<file path="src/rtl/sqwave_pkg.sv">
// ============================================================================
// sqwave_pkg : frame constants and state encoding shared by the square-wave
//              generator and decoder.
// Revision   : 1.0
// ============================================================================
`default_nettype none

package sqwave_pkg;

    localparam int FRAME_LEN_DEF = 11;
    localparam int MARK_POS      = 9;

    typedef enum logic [1:0] {
        HUNT   = 2'd0,
        CAND   = 2'd1,
        LOCKED = 2'd2
    } sqwave_state_t;

endpackage

`default_nettype wire

</file>
<file path="src/rtl/sqwave_decoder_sync2.sv">
// ============================================================================
// sync2 : two-flop synchroniser, asynchronous active-low reset to 0.
// Revision : 1.0
// ============================================================================
`default_nettype none

module sync2 (
    input  logic clk,
    input  logic rst_n,
    input  logic d,
    output logic q
);

    logic r_meta;
    logic r_q;

    always_ff @(posedge clk or negedge rst_n) begin
        if (!rst_n) begin
            r_meta <= 1'b0;
            r_q    <= 1'b0;
        end else begin
            r_meta <= d;
            r_q    <= r_meta;
        end
    end

    assign q = r_q;

endmodule

`default_nettype wire

</file>
<file path="src/rtl/sqwave_decoder.sv">
// ============================================================================
// sqwave_decoder : recovers one bit per frame from the marker-framed square
//                  wave. Optional statistics counters under SQDEC_STATS_EN.
// Revision       : 1.0
// ============================================================================
`default_nettype none

module sqwave_decoder
    import sqwave_pkg::*;
#(
    parameter int FRAME_LEN = FRAME_LEN_DEF,
    parameter int MAX_MISS  = 2,
    parameter int PH_W      = $clog2(FRAME_LEN)
) (
    input  logic        clk,
    input  logic        rst_n,
    input  logic        sig_in,
    output logic        bit_out,
    output logic        bit_valid,
    output logic        locked,
`ifdef SQDEC_STATS_EN
    output logic [15:0] frame_cnt,
    output logic [7:0]  err_cnt,
`endif
    output logic        err
);

    localparam int              MISS_W    = $clog2(MAX_MISS + 1);
    localparam logic [PH_W-1:0] C_LAST    = PH_W'(FRAME_LEN - 1);
    localparam logic [1:0]      ST_HUNT   = HUNT;
    localparam logic [1:0]      ST_CAND   = CAND;
    localparam logic [1:0]      ST_LOCKED = LOCKED;

    logic              w_s0;
    logic              r_s1;
    logic              r_s2;
    logic              w_mk;
    logic              r_mk;
    logic              r_mk_d;
    logic              r_lvl;
    logic              w_mark;
    logic              w_last;
    logic [1:0]        r_state;
    logic [PH_W-1:0]   r_phase;
    logic [MISS_W-1:0] r_miss;
    logic              r_bit;
    logic              r_valid;
    logic              r_err;

    sync2 u_sync (
        .clk   (clk),
        .rst_n (rst_n),
        .d     (sig_in),
        .q     (w_s0)
    );

    assign w_mk = (r_s1 != w_s0) && (r_s1 != r_s2);

    // Two back-to-back detections are the marker followed by a change of H
    // at the frame boundary; only the first one is a marker.
    assign w_mark = r_mk && !r_mk_d;
    assign w_last = (r_phase == C_LAST);

    always_ff @(posedge clk or negedge rst_n) begin
        if (!rst_n) begin
            r_s1   <= 1'b0;
            r_s2   <= 1'b0;
            r_mk   <= 1'b0;
            r_mk_d <= 1'b0;
            r_lvl  <= 1'b0;
        end else begin
            r_s1   <= w_s0;
            r_s2   <= r_s1;
            r_mk   <= w_mk;
            r_mk_d <= r_mk;
            r_lvl  <= w_s0;
        end
    end

    always_ff @(posedge clk or negedge rst_n) begin
        if (!rst_n) begin
            r_state <= ST_HUNT;
            r_phase <= '0;
            r_miss  <= '0;
            r_bit   <= 1'b0;
            r_valid <= 1'b0;
            r_err   <= 1'b0;
        end else begin
            r_valid <= 1'b0;
            r_err   <= 1'b0;
            case (r_state)
                ST_HUNT: begin
                    if (w_mark) begin
                        r_state <= ST_CAND;
                        r_phase <= '0;
                    end
                end
                ST_CAND: begin
                    if (w_mark) begin
                        r_phase <= '0;
                        if (w_last) begin
                            r_state <= ST_LOCKED;
                            r_miss  <= '0;
                            r_valid <= 1'b1;
                            r_bit   <= r_lvl;
                        end
                    end else if (w_last) begin
                        r_state <= ST_HUNT;
                        r_phase <= '0;
                    end else begin
                        r_phase <= r_phase + 1'b1;
                    end
                end
                ST_LOCKED: begin
                    if (w_last) begin
                        r_phase <= '0;
                        if (w_mark) begin
                            r_valid <= 1'b1;
                            r_bit   <= r_lvl;
                            r_miss  <= '0;
                        end else begin
                            r_err  <= 1'b1;
                            r_miss <= r_miss + 1'b1;
                            if (r_miss == MISS_W'(MAX_MISS - 1)) begin
                                r_state <= ST_HUNT;
                            end
                        end
                    end else begin
                        // Stray markers are flagged but never move the phase.
                        r_phase <= r_phase + 1'b1;
                        if (w_mark) begin
                            r_err <= 1'b1;
                        end
                    end
                end
                default: begin
                    r_state <= ST_HUNT;
                    r_phase <= '0;
                end
            endcase
        end
    end

    assign bit_out   = r_bit;
    assign bit_valid = r_valid;
    assign err       = r_err;
    assign locked    = (r_state == ST_LOCKED);

`ifdef SQDEC_STATS_EN
    logic [15:0] r_frame_cnt;
    logic [7:0]  r_err_cnt;

    always_ff @(posedge clk or negedge rst_n) begin
        if (!rst_n) begin
            r_frame_cnt <= '0;
            r_err_cnt   <= '0;
        end else begin
            if (r_valid) begin
                r_frame_cnt <= r_frame_cnt + 1'b1;
            end
            if (r_err && (r_err_cnt != 8'hFF)) begin
                r_err_cnt <= r_err_cnt + 1'b1;
            end
        end
    end

    assign frame_cnt = r_frame_cnt;
    assign err_cnt   = r_err_cnt;
`endif

endmodule

`default_nettype wire

</file>
<file path="config.mk">
export PLATFORM = sky130hd
export DESIGN_NAME = sqwave_decoder
export DESIGN_NICKNAME = d
export VERILOG_FILES = /design/src/rtl/sqwave_pkg.sv /design/src/rtl/sqwave_decoder_sync2.sv /design/src/rtl/sqwave_decoder.sv
export SDC_FILE = /design/constraint.sdc
export NUM_CORES = 1
export LEC_CHECK = 0
export ABC_AREA = 1
export ABC_CLOCK_PERIOD_IN_PS = 3700
export CORE_MARGIN = 3
export CORE_UTILIZATION = 40
export DETAILED_ROUTE_END_ITERATION = 10
export PLACE_DENSITY = 0.62
export SYNTH_ARGS = -nofsm -noshare
export SYNTH_HDL_FRONTEND = slang
export SYNTH_SLANG_ARGS = --single-unit
</file>
<file path="constraint.sdc">
create_clock -name clk -period 3.7 [get_ports clk]
set_input_delay 0.74 -clock clk [delete_from_list [all_inputs] [get_ports clk]]
set_output_delay 0.74 -clock clk [all_outputs]
set_load 0.05 [all_outputs]
</file>
==> results.cfg <==
[place]
post-place-ws_ns = 1.41
dp_hpwl_um = 1040
place_congestion = 0.824
dpl.cell_count = 136
port_buffers = 6

[drt]
drt_first_pass_iters = 4
drc_errors = 0
top_layer_used = met4
drt-wirelength-per-cell_um = 9.26
routed_wl_um = 1300
wl_met2_um = 560
wl_met1_um = 658
vias_per_cell = 4.46
wl_met3_um = 53
ant_nets = 0
vias = 625
initialDrtViolationCount = 4

[critical_path]
worst_setup_path_start_kind = flop
r2r-end = r_state[0]
r2r_start = r_state[0]
critPathRequiredTime_ns = 2.96
crit_start = r_state[0]
r2r_setup_slack_ns = 2.36
ff2ff_path_depth = 8
arrival_ns = 1.86
end_kind = output port
crit_fanout = 5
worst-setup-path-type = reg2out

[final_layout]
fin_util_pct = 49.6
fin_cells = 140
fill_cells = 202
multiInputGateArea_um2 = 368
seq_area_um2 = 425
syn2layout_area_growth_pct = 14.3
nets = 125
n_antenna_cell = 0
drive_above_1_share_pct = 14.2

[logic_synthesis]
synth.area.top_cells = dfrtp_1 (49%), nand2_1 (13%), ha_1 (12%)
yosysSeqAreaShare_pct = 49.0
synth_top_area_cell = dfrtp_1
ys_warn_count = 0
netlist_top_cells_count = nand2_1 (29), dfrtp_1 (17), inv_1 (16)
syn_area_per_cell_um2 = 8.43
ys_seq_elements = 17
synth_cell_types = 14
syn_area_um2 = 868
synth_edf_count = 0
netlist.area_leader.share_pct = 49.0
syn_inst = 103
synth.most_common_cell = nand2_1
synthArstFlopShare_pct = 100
synth-main-ff-cell = dfrtp_1
synth_nets = 114

[timing]
fin_worst_skew_ns = 0.00498
timing.final.crit_share_pct = 70.1
setup_viol = 0
drv_slew = 0
fmax_ghz = 0.385
hold_viol = 0
timing.slew.headroom_pct = 52.2
fin_crit_ns = 2.60
grt_setup_unrepaired = false
setup-tns-final_ns = 0
worst_pin_slew_ns = 0.714
setup_ws_ns = 1.10

[die]
die_h_um = 52.6
ios = 7
design.core.area_um2 = 2000
rows = 16
die-area_um2 = 2770
initial_core_util_pct = 43.4
fp.dieW_um = 52.6

[clock_tree]
ctsResizeCount = 0
clk_pin_slew_worst_paths_ns = 0.10
cts_hold_buf = 0
cts_tree = built
cts_max_path_buffers = 2
root_buffer = clkbuf_4
post_cts_buffers = 0
h-tree-depth = 1
clk_latency_ns = 0.29
cts_buffers = 3
cts_sinks = 17

[worst_hold_path]
hold_start = u_sync.r_meta
holdPathStages = 0
worstHoldPathType = reg2reg
hold_end = u_sync.q

[run]
cap_violations = 0

[global_routing]
grt_pass1_wl_um = 2260
antenna_found_initial = 0
track_usage_pct = 11.5
gr-total-overflow = 0
grt_pass1_vias = 550
grt_max_degree = 18

[power]
p_per_area_nw_per_um2 = 480
vdd_ir_drop_max_mv = 0.271
totalPowerFinal_mw = 0.476
p_leak_nw = 0.553

[status]
status = completed
area by class of cell:
cell class,instances,share of cell area (%)
inverters,20,7.57
multi-input cells,66,37.1
clock inverters,1,0.757
well taps,27,3.40
repair buffers,6,6.05
clock buffers,3,2.27
flip-flops and latches,17,42.9
worst max-delay path, cell delays in order (launching register included):
cell	delay (ns)
dfrtp_1	0.40
inv_1	0.11
ha_1	0.23
clkdlybuf4s50_1	0.83
flip-flops by register name, summed over array words and instances (netlist names):
register,count
bit_out,1
bit_valid,1
err,1
r_lvl,1
r_miss,2
r_mk,1
r_mk_d,1
r_phase,4
r_s2,1
r_state,2
u_sync.q,1
u_sync.r_meta,1
metrics by stage:
step           hold slack [ns]  cell area (um^2)
2_1_floorplan            0.331               868
3_3_place_gp             0.333               962
3_5_place_dp             0.341               962
4_1_cts                  0.366               992
5_1_grt                  0.390               992
6_report                 0.361               992
per-layer routing:
| metal | GRT usage [%] | vias up |
|---|---|---|
| met2 | 16.1 | 8 |
| met4 | 7.66 | 0 |
| li1 | - | 338 |
| met5 | 0 | - |
| met3 | 3.42 | 4 |
| met1 | 14.9 | 275 |
how the worst max path moves through the flow:
stage / endpoint / slack (ns) / depth (start not counted)
floorplan: locked / 1.98 / 2
global placement: locked / 1.44 / 3
detailed placement: locked / 1.41 / 3
CTS: locked / 1.08 / 3
global route: locked / 1.01 / 3
finish: locked / 1.10 / 3
logic make-up after synthesis:
group,Yosys count,synth area share [%]
simple gates,52,27.4
fa+ha+maj,8,11.5
buf+inv,20,8.65
compound gates,6,3.46
flops,17,49.0
power by group:
group	internal [mW]	total (mW)	switching [mW]
clock	0.0411	0.0989	0.0578
combinational	0.0545	0.161	0.107
sequential	0.203	0.216	0.0130
cells in the final DEF, fill, tap and decap left out:
cell,synthesis,layout
nand2_2,6,6
dfrtp_1,17,17
nand2_1,29,29
nor2_4,1,1
nand4_1,3,3
ha_1,8,8
clkdlybuf4s50_1,0,6
nor2_1,4,4
clkinvlp_4,0,1
o21ai_1,1,1
nor2_2,1,1
nand3_1,8,8
clkbuf_4,0,3
inv_2,4,4
o21ai_0,1,1
inv_1,16,16
a21oi_1,4,4
(Power assumes the default switching activity.)
